File: config.mk
export PLATFORM = sky130hd
export DESIGN_NAME = wb_uart_rx_master
export DESIGN_NICKNAME = d
export VERILOG_FILES = /design/src/rtl/wb_uart_rx_master_pkg.sv /design/src/rtl/wb_rd_port.sv /design/src/rtl/wb_uart_rx_master.sv
export SDC_FILE = /design/constraint.sdc
export NUM_CORES = 1
export LEC_CHECK = 0
export ABC_AREA = 1
export CAP_MARGIN = 20
export CORE_UTILIZATION = 38
export CTS_BUF_LIST = sky130_fd_sc_hd__clkbuf_16
export DETAILED_ROUTE_END_ITERATION = 16
export MAX_ROUTING_LAYER = met4
export PLACE_DENSITY_LB_ADDON = 0.25
export SLEW_MARGIN = 20
export SYNTH_ARGS = -nofsm -noshare
export SYNTH_HDL_FRONTEND = slang
export SYNTH_SLANG_ARGS = --single-unit
File: constraint.sdc
create_clock -name wb_clk_i -period 3.45 [get_ports wb_clk_i]
set_input_delay 0.69 -clock wb_clk_i [delete_from_list [all_inputs] [get_ports wb_clk_i]]
set_output_delay 0.69 -clock wb_clk_i [all_outputs]
set_load 0.02 [all_outputs]
File: src/rtl/wb_uart_rx_master_pkg.sv
// Shared definitions for the Wishbone UART receive poller: FSM encoding,
// UART register offsets and byte-lane helpers.
package wb_uart_rx_master_pkg;

  typedef enum logic [2:0] {
    IDLE    = 3'd0,
    LSR_REQ = 3'd1,
    RBR_REQ = 3'd2,
    PUSH    = 3'd3,
    NEXT    = 3'd4
  } state_e;

  localparam logic [2:0] LSR_OFS    = 3'd5;
  localparam logic [2:0] RBR_OFS    = 3'd0;
  localparam int         LSR_DR_BIT = 0;
  localparam int         CH_SHIFT   = 20;

  function automatic logic [3:0] lane_sel(input logic [1:0] ofs);
    return 4'b0001 << ofs;
  endfunction

  function automatic logic [7:0] lane_byte(input logic [31:0] dat, input logic [1:0] ofs);
    return dat[{ofs, 3'b000} +: 8];
  endfunction

endpackage

File: src/rtl/wb_rd_port.sv
// Single Wishbone read handshake with registered bus outputs; the optional
// ack timeout is built when WB_UART_RX_MASTER_TIMEOUT_EN is defined.
module wb_rd_port
  import wb_uart_rx_master_pkg::*;
#(
  parameter logic [31:0] BASE_ADDR = 32'h6000_0000,
  parameter int          TIMEOUT   = 255
) (
  input  logic        clk,
  input  logic        rst_n,
  input  logic        req_next,
  input  logic [31:0] adr_next,
  input  logic [3:0]  sel_next,
  input  logic        ack,
  input  logic [31:0] dat,
  output logic        cyc,
  output logic [31:0] adr,
  output logic [3:0]  sel,
  output logic        done,
  output logic [7:0]  rd_byte,
  output logic        timeout
);

  // Handshake: cyc/stb rise on the edge that launches an access and fall on
  // the edge where ack (or timeout) is seen, so back-to-back reads always
  // leave one idle cycle and only one access is ever outstanding.
  logic launch;

  assign done    = cyc & ack;
  assign rd_byte = lane_byte(dat, adr[1:0]);
  assign launch  = req_next & ~done & ~timeout;

  always_ff @(posedge clk or negedge rst_n) begin
    if (!rst_n) begin
      cyc <= 1'b0;
      adr <= BASE_ADDR;
      sel <= 4'b0000;
    end else begin
      cyc <= launch;
      adr <= adr_next;
      sel <= launch ? sel_next : 4'b0000;
    end
  end

`ifdef WB_UART_RX_MASTER_TIMEOUT_EN
  localparam logic [7:0] TO_LAST = 8'(TIMEOUT - 1);
  logic [7:0] wait_cnt;

  always_ff @(posedge clk or negedge rst_n) begin
    if (!rst_n) begin
      wait_cnt <= 8'd0;
    end else if (!cyc || ack) begin
      wait_cnt <= 8'd0;
    end else begin
      wait_cnt <= wait_cnt + 8'd1;
    end
  end

  assign timeout = cyc & ~ack & (wait_cnt == TO_LAST);
`else
  assign timeout = 1'b0;
`endif

endmodule

File: src/rtl/wb_uart_rx_master.sv
// Polls up to 16 UART channels over Wishbone and pushes received bytes into a
// downstream FIFO. Define WB_UART_RX_MASTER_TIMEOUT_EN to enable the ack timeout.
module wb_uart_rx_master
  import wb_uart_rx_master_pkg::*;
#(
  parameter logic [31:0] BASE_ADDR = 32'h6000_0000,
  parameter int          CH_COUNT  = 16,
  parameter int          TIMEOUT   = 255
) (
  input  logic        wb_clk_i,
  input  logic        wb_rst_i,
  input  logic [15:0] ch_en_i,
  output logic [31:0] wb_adr_o,
  input  logic [31:0] wb_dat_i,
  output logic [3:0]  wb_sel_o,
  output logic        wb_we_o,
  output logic        wb_cyc_o,
  output logic        wb_stb_o,
  input  logic        wb_ack_i,
  input  logic        tf_full_i,
  output logic [7:0]  print_data_o,
  output logic        tf_push_o,
  output logic [3:0]  ch_o,
  output logic        err_o,
  input  logic        err_clr_i,
  output logic [2:0]  dbg_state
);

  localparam logic [3:0] CH_LAST = 4'(CH_COUNT - 1);

  state_e      state, next_state;
  logic [3:0]  ch, next_ch;
  logic [2:0]  req_ofs;
  logic        req_next;
  logic [31:0] adr_next;
  logic        push_now;
  logic        done;
  logic        timeout;
  logic [7:0]  rd_byte;
  logic [7:0]  data_q;
  logic [3:0]  ch_o_q;
  logic        push_q;

  always_ff @(posedge wb_clk_i or negedge wb_rst_i) begin
    if (!wb_rst_i) begin
      state <= IDLE;
      ch    <= 4'd0;
    end else begin
      state <= next_state;
      ch    <= next_ch;
    end
  end

  always_comb begin
    next_state = state;
    next_ch    = ch;
    unique case (state)
      IDLE: begin
        if (ch_en_i[ch] && (int'(ch) < CH_COUNT)) next_state = LSR_REQ;
        else                                      next_state = NEXT;
      end
      LSR_REQ: begin
        if (timeout)   next_state = NEXT;
        else if (done) next_state = rd_byte[LSR_DR_BIT] ? RBR_REQ : NEXT;
      end
      RBR_REQ: begin
        if (timeout)   next_state = NEXT;
        else if (done) next_state = PUSH;
      end
      PUSH: begin
        // A channel disabled during its transfer is left once the byte is pushed.
        if (!tf_full_i) next_state = ch_en_i[ch] ? LSR_REQ : NEXT;
      end
      NEXT: begin
        next_state = IDLE;
        next_ch    = (ch == CH_LAST) ? 4'd0 : ch + 4'd1;
      end
      default: next_state = IDLE;
    endcase
  end

  // Bus outputs are registered from next-state values, so the request is
  // already on the bus in the first cycle of LSR_REQ/RBR_REQ.
  always_comb begin
    req_ofs  = (next_state == RBR_REQ) ? RBR_OFS : LSR_OFS;
    req_next = (next_state == LSR_REQ) || (next_state == RBR_REQ);
    adr_next = BASE_ADDR | (32'(next_ch) << CH_SHIFT) | 32'(req_ofs);
    push_now = (state == PUSH) && !tf_full_i;
  end

  wb_rd_port #(
    .BASE_ADDR (BASE_ADDR),
    .TIMEOUT   (TIMEOUT)
  ) u_rd_port (
    .clk      (wb_clk_i),
    .rst_n    (wb_rst_i),
    .req_next (req_next),
    .adr_next (adr_next),
    .sel_next (lane_sel(req_ofs[1:0])),
    .ack      (wb_ack_i),
    .dat      (wb_dat_i),
    .cyc      (wb_cyc_o),
    .adr      (wb_adr_o),
    .sel      (wb_sel_o),
    .done     (done),
    .rd_byte  (rd_byte),
    .timeout  (timeout)
  );

  always_ff @(posedge wb_clk_i or negedge wb_rst_i) begin
    if (!wb_rst_i) begin
      data_q <= 8'd0;
      ch_o_q <= 4'd0;
      push_q <= 1'b0;
    end else begin
      if ((state == RBR_REQ) && done) data_q <= rd_byte;
      push_q <= push_now;
      if (push_now) ch_o_q <= ch;
    end
  end

`ifdef WB_UART_RX_MASTER_TIMEOUT_EN
  logic err_q;

  always_ff @(posedge wb_clk_i or negedge wb_rst_i) begin
    if (!wb_rst_i)      err_q <= 1'b0;
    else if (timeout)   err_q <= 1'b1;
    else if (err_clr_i) err_q <= 1'b0;
  end

  assign err_o = err_q;
`else
  logic unused_err_clr;
  assign unused_err_clr = err_clr_i;
  assign err_o          = 1'b0;
`endif

  assign wb_stb_o     = wb_cyc_o;
  assign wb_we_o      = 1'b0;
  assign print_data_o = data_q;
  assign ch_o         = ch_o_q;
  assign tf_push_o    = push_q;
  assign dbg_state    = state;

endmodule

==> results.md <==
* CP cell instances: clkdlybuf4s50_1
* Slowest cell on crit path: clkdlybuf4s50_1
* Post-CTS setup buffer count at 0
* Hold_ws at 0.482 ns
* Largest net degree at the start of global routing at 25
* Row count at 22
* Endpoint type of the worst setup path: output port
* Synthesized area per cell at 7.82 sq um
* Xor/xnor cell area share of the yosys netlist at 0.566%
* Syn Inst Count at 198
* Main combinational cell family by area after synthesis: buffers and inverters
* Crit Path Category: reg2out
* Pwr per Cell Area at 764 nW/um^2
* Clk buf depth at 2
* CP Data Required Time at 2.76 ns
* Fin Setup TNS at 0 ns
* Root Driver: clkbuf_16
* Worst vdd ir at 0.497 mV
* Fmax achieved at 437 MHz
* Filler Cells Inserted at 365
* First-pass GRT wire length at 5340 microns
* Critical Path AT at 1.60 ns
* Final hold vios at 0
* H-tree depth at 1
* Uppermost layer routed: met4
* Post-DR vias/cell at 4.22
* Routed wl met3 at 138 microns
* Met2 WL at 1630 microns
* Synth Area in Compound Gates at 7.60%
* PostCTS Resize Cnt at 0
* Worst Clk Skew at 0.00126 ns
* Initial antenna violation count at 0
* Antenna cell count at 0
* CTS tree: done
* RSZ-0062 raised after global routing: false
* TritonCTS Sinks at 24
* Crit-path max cell delay at 0.70 ns
* Initial Utilization at 41.0%
* Synth Area in Simple Gates at 22.2%
* Detailed-route wire length at 3180 microns
* Clk slew on worst S/H paths at 0.06 ns
* Setup violators final at 0
* Via count at 1,288
* Gr usage total at 16.7%
* Register area share after synthesis at 38.8%
* Die area at 4330 sq um
* Met1 Wirelength at 1370 microns
* Area after DPL at 2070 sq um
* Unique masters post-synth at 28
* Startpoint Class: flop
* Chip height at 65.8 microns
* Hold bufs inserted after CTS at 0
* Top delay family on crit path: buffers and inverters
* Worst Path Buf+Inv at 1
* Leak at 0.00112 uW
* Area Growth Syn to Fin at 38.9%
* YS warnings at 0
* Max Cap Viol at 0
* Die width at 65.8 microns
* Final antenna-violating net count at 0
* Drt wl/cell at 10.4 microns
* HPWL Detailed at 2500 microns
* GRT overflow at 0
* Proportion of layout cells with a drive suffix above 1 at 6.61%
* Minimum clock period at 2.29 ns
* Clock latency at the later pin of the worst-skew pair at 0.25 ns
* Pins over their slew limit at 0
* Initial drt markers at 27
* Total CTS buffers at 3
* First-pass DRT Iterations at 4
* Core area at 3770 sq um
* Vias in the first global route at 1,187
* GP Congestion at 0.750
* # IOs at 109
* Synthesized area at 1550 sq um
* Final #Nets at 312
* Cell area after layout at 2150 sq um
* Port buffer count at 61
* Mux cell area share after synthesis at 4.53%
* Crit-path max FO at 11
* Status: complete, no violations
* Tcrit/Tclk final at 66.4%
* Synth Area in Adders at 0.808%
* Flops & latches, synth at 24
* Hold Crit Class: reg2reg
* DRC Markers at 0
-- cells by family (layout without fill, tap and decap cells) --
group,Yosys count,in the layout
multiplexers,7,7
flip-flops,24,24
AO/OA/AOI/OAI,21,21
XOR/XNOR,1,1
other,2,30
adder cells (fa/ha/maj),1,1
buffers and inverters,68,99
AND/OR/NAND/NOR,74,74
-- per-layer routing --
layer | GRT usage, % | up-vias
met2 | 29.1 | 44
met4 | 4.89 | 0
met3 | 3.10 | 4
li1 | - | 670
met1 | 19.4 | 570
met5 | - | -
-- Yosys cell counts, drive strengths merged --
master | n | area, sq um
inv | 32 | 120
nand3 | 12 | 60.1
o31ai | 1 | 7.51
nor2 | 15 | 61.3
buf | 35 | 264
dfrtp | 24 | 601
nand4 | 3 | 18.8
o211ai | 1 | 7.51
clkbuf | 1 | 3.75
conb | 2 | 7.51
o21ai | 11 | 55.1
xor2 | 1 | 8.76
a21oi | 8 | 47.6
nor4 | 2 | 27.5
nor3 | 2 | 15.0
mux2i | 7 | 70.1
nand2 | 39 | 154
ha | 1 | 12.5
or2 | 1 | 6.26
-- through the flow --
stage          total power (uW)  instances  utilization, %  worst slack (ns)
6_report                   1640        305            57.0              1.16
5_1_grt                    1780        305            57.0              1.11
4_1_cts                    1660        305            57.0              1.15
3_5_place_dp               1410        301            54.9              1.23
3_3_place_gp               1390        301            54.9              1.27
2_1_floorplan              1070        226               -              1.86
-- area by class of cell --
class	count	area [sq um]	share of cell area, %
multi-input combinational	134	664	30.9
clock inverter	1	3.75	0.175
inverter	32	120	5.59
timing repair buffer	63	626	29.1
tap	48	60.1	2.79
sequential	24	601	27.9
clock buffer	3	75.1	3.49
-- sequential cells by signal, summed over array words and instances (netlist names) --
name,count
print_data_o,8
ch_o,4
ch,3
dbg_state,3
u_rd_port.adr,2
u_rd_port.sel,2
tf_push_o,1
u_rd_port.cyc,1
-- final timing paths --
path                             startpoint         endpoint  slack (ns)  cells past startpoint
max                        u_rd_port.adr[2]      wb_adr_o[0]        1.16                      1
min                                 ch_o[1]          ch_o[1]        0.48                      2
max reg2reg                           ch[0]    u_rd_port.cyc        1.69                     11
min reg2reg                         ch_o[1]          ch_o[1]        0.48                      2
max in group asynchronous          wb_rst_i  print_data_o[5]        2.42                      2
min in group asynchronous          wb_rst_i  print_data_o[6]        0.79                      2
-- report_power, final --
part	leakage (uW)	total, uW	internal, uW	switching [uW]
combinational	0.000770	861	391	470
sequential	0.000308	535	401	134
clock	0.0000385	245	155	90.6
total	0.00112	1640	946	695
-- cell usage in the layout (no fill, tap or decap), types with 3 or more instances in the layout --
| cell | Yosys | layout |
|---|---|---|
| clkdlybuf4s50_1 | 0 | 61 |
| clkbuf_16 | 0 | 3 |
| a21oi_1 | 6 | 6 |
| conb_1 | 2 | 30 |
| nand2_2 | 3 | 3 |
| nor2_1 | 13 | 13 |
| mux2i_1 | 7 | 7 |
| nand3_1 | 12 | 12 |
| dfrtp_1 | 24 | 24 |
| nand2_1 | 36 | 36 |
| nand4_1 | 3 | 3 |
| inv_1 | 30 | 30 |
| o21ai_0 | 9 | 9 |
-- worst register-to-register path: stages (launching register included) --
cell and delay, ns:
dfrtp_1 0.63, inv_1 0.25, nand2_1 0.10, nand2_1 0.05, nand2_1 0.06, nand3_1 0.08
nand3_1 0.11, nand3_1 0.11, nand2_1 0.09, inv_1 0.04, nand2_2 0.06, nand2_2 0.05
(Power assumes the default switching activity.)
